<file path="config.mk">
export PLATFORM = sky130hd
export DESIGN_NAME = stopwatch_ctrl_flat
export DESIGN_NICKNAME = d
export VERILOG_FILES = /design/src/rtl/stopwatch_ctrl_if.sv /design/src/rtl/stopwatch_ctrl.sv /design/src/flat_wrapper.sv
export SDC_FILE = /design/constraint.sdc
export NUM_CORES = 1
export LEC_CHECK = 0
export CAP_MARGIN = 15
export CORE_MARGIN = 4
export CORE_UTILIZATION = 58
export DETAILED_ROUTE_END_ITERATION = 8
export MAX_ROUTING_LAYER = met4
export PLACE_DENSITY = 0.84
export SKIP_LAST_GASP = 1
export SLEW_MARGIN = 15
export SYNTH_ARGS = -nofsm -noshare
export SYNTH_HDL_FRONTEND = slang
export SYNTH_SLANG_ARGS = --single-unit
</file>
<file path="constraint.sdc">
create_clock -name clk -period 4.3 [get_ports clk]
set_clock_uncertainty 0.05 [all_clocks]
set_input_delay 0.43 -clock clk [delete_from_list [all_inputs] [get_ports clk]]
set_output_delay 0.43 -clock clk [all_outputs]
set_load 0.02 [all_outputs]
</file>
<file path="src/rtl/stopwatch_ctrl_if.sv">
// Bundle between the key scanner / counter side and the stopwatch controller.
// master: the side that supplies key levels and live counter values.
// slave : the controller, which returns counter commands and display values.
interface stopwatch_ctrl_if;
  logic       key_ss;
  logic       key_clr;
  logic       key_lap;
  logic [5:0] cur_sec;
  logic [5:0] cur_min;
  logic       cnt_en;
  logic       cnt_clr;
  logic [5:0] disp_sec;
  logic [5:0] disp_min;
  logic       lap_frz;
  logic       ovf;
  logic [1:0] state;

  modport master (
    output key_ss, key_clr, key_lap, cur_sec, cur_min,
    input  cnt_en, cnt_clr, disp_sec, disp_min, lap_frz, ovf, state
  );

  modport slave (
    input  key_ss, key_clr, key_lap, cur_sec, cur_min,
    output cnt_en, cnt_clr, disp_sec, disp_min, lap_frz, ovf, state
  );
endinterface

</file>
<file path="src/rtl/stopwatch_ctrl.sv">
// Run/pause/clear/lap controller for an mm:ss stopwatch counter.
// Conditions raw key levels into single-cycle presses, divides clk down to a
// count-enable tick, drives counter enable/clear and holds a frozen lap value.
// Optional macro DEBOUNCE_EN: adds a DB_CYCLES stability filter after the
// 2-FF synchroniser on every key. Without it keys are only synchronised.
module stopwatch_ctrl #(
  parameter int unsigned PRESCALE  = 50_000_000,
  parameter int unsigned DB_CYCLES = 1_000_000
) (
  input  logic            clk,
  input  logic            rst,
  stopwatch_ctrl_if.slave bus
);

  typedef enum logic [1:0] {
    S_IDLE  = 2'b00,
    S_RUN   = 2'b01,
    S_PAUSE = 2'b10,
    S_LAP   = 2'b11
  } state_t;

  localparam int                PW        = (PRESCALE > 2) ? $clog2(PRESCALE) : 1;
  localparam logic [PW-1:0]     PRESC_MAX = PW'(PRESCALE - 1);

  // Elaboration-time guard on parameter ranges.
  if (PRESCALE < 2) begin : g_bad_prescale
    $error("stopwatch_ctrl: PRESCALE must be at least 2");
  end
  if (DB_CYCLES < 1) begin : g_bad_db_cycles
    $error("stopwatch_ctrl: DB_CYCLES must be at least 1");
  end

  // Key vector order: bit 0 clr, bit 1 ss, bit 2 lap.
  logic [2:0] raw_keys;
  logic [2:0] lvl;
  logic [2:0] hist_q;
  logic [2:0] press;

  assign raw_keys = {bus.key_lap, bus.key_ss, bus.key_clr};

  for (genvar gi = 0; gi < 3; gi++) begin : g_key
    logic sync1_q;
    logic sync2_q;

    // Two-flop synchroniser for the asynchronous key level.
    always_ff @(posedge clk or posedge rst) begin
      if (rst) begin
        sync1_q <= 1'b0;
        sync2_q <= 1'b0;
      end else begin
        sync1_q <= raw_keys[gi];
        sync2_q <= sync1_q;
      end
    end

`ifdef DEBOUNCE_EN
    localparam int            DBW    = (DB_CYCLES > 1) ? $clog2(DB_CYCLES) : 1;
    localparam logic [DBW-1:0] DB_MAX = DBW'(DB_CYCLES - 1);
    logic [DBW-1:0] db_cnt_q;
    logic           db_q;

    // Accept a new level only after it has differed from the accepted one
    // for DB_CYCLES consecutive cycles; any shorter excursion restarts the count.
    always_ff @(posedge clk or posedge rst) begin
      if (rst) begin
        db_cnt_q <= '0;
        db_q     <= 1'b0;
      end else if (sync2_q == db_q) begin
        db_cnt_q <= '0;
      end else if (db_cnt_q == DB_MAX) begin
        db_q     <= sync2_q;
        db_cnt_q <= '0;
      end else begin
        db_cnt_q <= db_cnt_q + DBW'(1);
      end
    end

    assign lvl[gi] = db_q;
`else
    assign lvl[gi] = sync2_q;
`endif
  end

  // Previous conditioned level, for rising-edge (press) detection.
  always_ff @(posedge clk or posedge rst) begin
    if (rst) hist_q <= '0;
    else     hist_q <= lvl;
  end

  assign press = lvl & ~hist_q;

  state_t        state_q;
  logic [PW-1:0] presc_q;
  logic          cnt_en_q;
  logic          cnt_clr_q;
  logic          lap_frz_q;
  logic          ovf_q;
  logic [5:0]    lap_sec_q;
  logic [5:0]    lap_min_q;

  logic p_clr, p_ss, p_lap;
  logic counting;
  logic tick;
  logic at_max;

  assign p_clr    = press[0];
  assign p_ss     = press[1];
  assign p_lap    = press[2];
  assign counting = (state_q == S_RUN) || (state_q == S_LAP);
  assign tick     = counting && (presc_q == PRESC_MAX);
  assign at_max   = (bus.cur_sec == 6'd59) && (bus.cur_min == 6'd59);

  // Mode FSM with prescaler and registered outputs. An ss press that leaves
  // RUN/LAP holds the prescaler in that cycle, so a resumed run picks up the
  // exact phase it was paused at and no tick is lost.
  always_ff @(posedge clk or posedge rst) begin
    if (rst) begin
      state_q   <= S_IDLE;
      presc_q   <= '0;
      cnt_en_q  <= 1'b0;
      cnt_clr_q <= 1'b1;
      lap_frz_q <= 1'b0;
      ovf_q     <= 1'b0;
      lap_sec_q <= '0;
      lap_min_q <= '0;
    end else begin
      cnt_en_q  <= 1'b0;
      cnt_clr_q <= 1'b0;
      case (state_q)
        S_IDLE: begin
          if (p_clr) begin
            cnt_clr_q <= 1'b1;
            presc_q   <= '0;
            ovf_q     <= 1'b0;
          end else if (p_ss) begin
            state_q <= S_RUN;
          end
        end
        S_PAUSE: begin
          if (p_clr) begin
            state_q   <= S_IDLE;
            cnt_clr_q <= 1'b1;
            presc_q   <= '0;
            ovf_q     <= 1'b0;
          end else if (p_ss && !ovf_q) begin
            state_q <= S_RUN;
          end
        end
        S_RUN, S_LAP: begin
          if (p_ss) begin
            state_q   <= S_PAUSE;
            lap_frz_q <= 1'b0;
          end else begin
            presc_q <= tick ? '0 : presc_q + PW'(1);
            if (tick && at_max) begin
              // Saturate at 59:59: swallow the tick and stop.
              state_q   <= S_PAUSE;
              ovf_q     <= 1'b1;
              lap_frz_q <= 1'b0;
            end else begin
              cnt_en_q <= tick;
              if (p_lap) begin
                if (state_q == S_RUN) begin
                  state_q   <= S_LAP;
                  lap_sec_q <= bus.cur_sec;
                  lap_min_q <= bus.cur_min;
                  lap_frz_q <= 1'b1;
                end else begin
                  state_q   <= S_RUN;
                  lap_frz_q <= 1'b0;
                end
              end
            end
          end
        end
        default: state_q <= S_IDLE;
      endcase
    end
  end

  assign bus.cnt_en   = cnt_en_q;
  assign bus.cnt_clr  = cnt_clr_q;
  assign bus.lap_frz  = lap_frz_q;
  assign bus.ovf      = ovf_q;
  assign bus.state    = state_q;
  assign bus.disp_sec = lap_frz_q ? lap_sec_q : bus.cur_sec;
  assign bus.disp_min = lap_frz_q ? lap_min_q : bus.cur_min;

endmodule

</file>
<file path="src/flat_wrapper.sv">
// flat-port wrapper written by rule: the top's interface ports become plain ports
module stopwatch_ctrl_flat 
#(
  parameter int unsigned PRESCALE  = 50_000_000,
  parameter int unsigned DB_CYCLES = 1_000_000
)
  (clk, rst, bus_key_ss, bus_key_clr, bus_key_lap, bus_cur_sec, bus_cur_min, bus_cnt_en, bus_cnt_clr, bus_disp_sec, bus_disp_min, bus_lap_frz, bus_ovf, bus_state);
  stopwatch_ctrl_if bus_i ();
  input  logic clk;
  input  logic rst;
  input wire logic [$bits(bus_i.key_ss)-1:0] bus_key_ss;
  input wire logic [$bits(bus_i.key_clr)-1:0] bus_key_clr;
  input wire logic [$bits(bus_i.key_lap)-1:0] bus_key_lap;
  input wire logic [$bits(bus_i.cur_sec)-1:0] bus_cur_sec;
  input wire logic [$bits(bus_i.cur_min)-1:0] bus_cur_min;
  output wire logic [$bits(bus_i.cnt_en)-1:0] bus_cnt_en;
  output wire logic [$bits(bus_i.cnt_clr)-1:0] bus_cnt_clr;
  output wire logic [$bits(bus_i.disp_sec)-1:0] bus_disp_sec;
  output wire logic [$bits(bus_i.disp_min)-1:0] bus_disp_min;
  output wire logic [$bits(bus_i.lap_frz)-1:0] bus_lap_frz;
  output wire logic [$bits(bus_i.ovf)-1:0] bus_ovf;
  output wire logic [$bits(bus_i.state)-1:0] bus_state;
  assign bus_i.key_ss = bus_key_ss;
  assign bus_i.key_clr = bus_key_clr;
  assign bus_i.key_lap = bus_key_lap;
  assign bus_i.cur_sec = bus_cur_sec;
  assign bus_i.cur_min = bus_cur_min;
  assign bus_cnt_en = bus_i.cnt_en;
  assign bus_cnt_clr = bus_i.cnt_clr;
  assign bus_disp_sec = bus_i.disp_sec;
  assign bus_disp_min = bus_i.disp_min;
  assign bus_lap_frz = bus_i.lap_frz;
  assign bus_ovf = bus_i.ovf;
  assign bus_state = bus_i.state;
  stopwatch_ctrl #(.PRESCALE(PRESCALE), .DB_CYCLES(DB_CYCLES)) u_core (.clk(clk), .rst(rst), .bus(bus_i));
endmodule
</file>
==> key figures <==
Outcome
  • Outcome: complete, no violations

Setup path
  • Worst path bufs/invs: 1
  • Slowest stage cell, crit path: dfrtp_1
  • WS Path Type: flip-flop to primary output
  • Arr. time, crit path: roughly 2 ns
  • Crit end category: primary output
  • Startpoint Class: flip-flop
  • Delay-heaviest family, CP: flip-flops
  • CP max FO: 14
  • Crit-path max cell delay: 0.73 ns
  • WP data required: around 3.8 ns
  • Worst-path cell chain: mux2_2 > clkdlybuf4s50_1

STA
  • Final setup viols: 0
  • RSZ-0062 raised after global routing: false
  • Worst-Margin Slew: 1.12 ns
  • Worst hold slack: between 0.3 and 0.4 ns
  • Setup ws final: 1.82 ns
  • Final slew viol count: 0
  • Relative slew slack: about a quarter
  • Achievable Freq: slightly above 400 MHz
  • Sum of negative setup slack: 0 ns
  • Fin crit share: roughly 58%
  • Final hold vios: 0
  • Final Critical Period: approximately 2.5 ns

Clocking
  • CTS buffer count: 5
  • Reg clk slew, reported paths: around 0.10 ns
  • CTS tree: built
  • Root Buffer Master: clkbuf_8
  • Worst-Skew Late Latency: roughly 0.30 ns
  • CTS sink count: between 50 and 60
  • Clock tree buffer depth: 2
  • Max H-tree Level: 2
  • Post-CTS Resized: 0
  • # hold bufs at CTS: 0
  • Setup bufs post-CTS: 0

Cells and area
  • Finished Core Util: between 70 and 80%
  • Area Overhead vs Synth: 18.7%
  • Share of layout cells above drive strength 1: between 10% and 20%
  • Diodes inserted: 0
  • # fillers: 297
  • Nets: 280

Pwr
  • Power per Cell Area: approximately 450 nW/um^2
  • Pwr Total: between 1000 and 1500 uW
  • Leak: 0.00124 uW
  • Maximum vdd drop: approximately 0.36 mV

Global routing
  • Largest net degree at the start of global routing: between 50 and 60
  • Vias in the first global route: roughly 1900
  • Grt total ovfl: 0
  • GRT Overall Usage: 20.6%
  • First-pass GRT wire length: 8420 um
  • Initial antenna violation count: 0

Hold path
  • Worst hold path type: flip-flop to flip-flop

Routing
  • Met2 Wirelength: around 2500 um
  • Drt drc: 0
  • Met1 wire length: 2290 um
  • Drt first pass iters: 4
  • Total Wirelength: 5030 um
  • Remaining antenna violation count: 0
  • Via/cell ratio: just under 6
  • DRT iter0 DRCs: 145
  • Wirelength per Cell: about 16 um
  • Highest Signal Layer: met4
  • Via count: roughly 1800
  • Routed wl met3: about 200 um

Floorplanning
  • Die W: about 74 um
  • Die area: around 5500 sq um
  • Ports: 35
  • Initial core utilization: approximately three fifths
  • Die height: around 74 um
  • Row Count: 23
  • Core footprint: between 4000 and 5000 sq um

Logic synthesis
  • Synthesized area per cell: about 11 sq um
  • Ys flop type: dfrtp_1
  • Seq cells post-synth: 53
  • Number of flops mapped to enable cells by yosys: 0
  • Combinational family with the most area after synthesis: simple AND/OR/NAND/NOR gates
  • Post-synthesis net count: between 200 and 250
  • FFs w/ async S/R, synth: 100%
  • Yosys cell types: 43
  • Compound-Gate Fraction of Synth Area: 6.10%
  • Post-Synth Simple-Gate Area: between 20% and 30%
  • Post-synthesis mux area share: roughly 11%
  • Synth Area in Adders: less than 1%
  • Cell count after synthesis: about 230
  • Cell Area, Synth: 2520 sq um
  • Seq/Total Area, Yosys: 52.6%
  • YS warnings: 0
  • Post-synthesis xor/xnor area fraction: approximately 6.3%

Flow run
  • Maxcap violations: 0

Placed design
  • I/O Buffers: 34
  • Detailed placement HPWL: approximately 3500 um
  • GP Congestion: just under 0.8
  • Worst slack at placement: roughly 1.6 ns
[cell usage in the layout (no fill, tap or decap), drive strengths merged, types with 2 or more instances in the layout]
cell            n
a21o            2
a21oi           8
and3            4
buf             2
clkbuf          5
clkdlybuf4s50  34
clkinv          2
dfrtp          52
inv             9
mux2           24
nand2          12
nand2b          3
nand3           5
nand4           7
nand4b          2
nor2           19
nor2b           3
nor3            5
nor3b           2
nor4            6
nor4b           5
o21ai           8
o31ai           4
or3             9
xnor2          14
xor2            4
[sequential cells by signal (all words and copies together), names as in the netlist]
signal / cells
u_core.bus.cnt_en: 1
u_core.presc_q: 26
u_core.bus.cnt_clr: 1
u_core.lap_min_q: 6
u_core.hist_q: 3
u_core.bus.ovf: 1
u_core.bus.state: 2
u_core.lap_sec_q: 6
u_core.bus.lap_frz: 1
u_core.g_key.sync2_q: 3
u_core.g_key.sync1_q: 3
[stage by stage]
step / cells / cell area [sq um]
floorplan: 226 / 2520
global placement: 305 / 2900
detailed placement: 305 / 2900
CTS: 313 / 2990
global route: 313 / 2990
finish: 313 / 2990
[where the power goes]
group / internal, uW / switching, uW / leakage [uW] / total, uW
Clock: 116 / 165 / 0.0000445 / 281
Combinational: 211 / 179 / 0.000505 / 390
Sequential: 585 / 79.8 / 0.000686 / 665
[cells in the mapped netlist (all sizes together), types with 2 or more instances]
| master | n | area, sq um |
|---|---|---|
| dfrtp | 52 | 1300 |
| mux2 | 24 | 270 |
| nor2 | 19 | 71.3 |
| xnor2 | 14 | 123 |
| nand2 | 12 | 47.6 |
| inv | 9 | 33.8 |
| or3 | 9 | 56.3 |
| a21oi | 8 | 43.8 |
| o21ai | 8 | 40.0 |
| nand4 | 7 | 43.8 |
| nor4 | 6 | 52.6 |
| buf | 5 | 30.0 |
| nand3 | 5 | 25.0 |
| nor3 | 5 | 25.0 |
| nor4b | 5 | 50.0 |
| and3 | 4 | 25.0 |
| o31ai | 4 | 30.0 |
| xor2 | 4 | 35.0 |
| nand2b | 3 | 18.8 |
| nor2b | 3 | 18.8 |
| a21o | 2 | 15.0 |
| clkbuf | 2 | 7.51 |
| nand4b | 2 | 17.5 |
| nor3b | 2 | 15.0 |
[cells by family (layout without fill, tap and decap cells)]
family	after synthesis	count (layout)
fa+ha+maj	1	1
flops	53	53
simple gates	88	88
xor+xnor	18	18
compound gates	25	25
mux	25	25
buf+inv	16	53
[layout make-up]
type | instances | area, sq um | share of cell area, %
sequential | 53 | 1330 | 44.3
clock buffer | 5 | 68.8 | 2.30
timing repair buffer | 36 | 355 | 11.9
inverter | 9 | 35.0 | 1.17
clock inverter | 3 | 21.3 | 0.710
tap | 50 | 62.6 | 2.09
multi-input combinational | 157 | 1120 | 37.5
[worst paths after layout]
kind	startpoint	to	slack, ns	cells past startpoint
min in group asynchronous	rst	u_core.presc_q[21]	0.55	2
worst max-delay path	u_core.bus.lap_frz	bus_disp_min[3]	1.82	2
worst max register to register	u_core.bus.state[0]	u_core.presc_q[22]	1.91	6
worst min register to register	u_core.g_key[1].sync1_q	u_core.g_key[1].sync2_q	0.32	0
max in group asynchronous	rst	u_core.presc_q[2]	3.15	2
worst min-delay path	u_core.g_key[1].sync1_q	u_core.g_key[1].sync2_q	0.32	0
[layer usage]
metal | vias to the layer above | GRT usage (%)
met5 | - | -
met4 | 0 | 4.83
met3 | 4 | 5.14
met2 | 51 | 32.3
met1 | 874 | 27.2
li1 | 880 | -
Power figures use the tool's default switching activity.
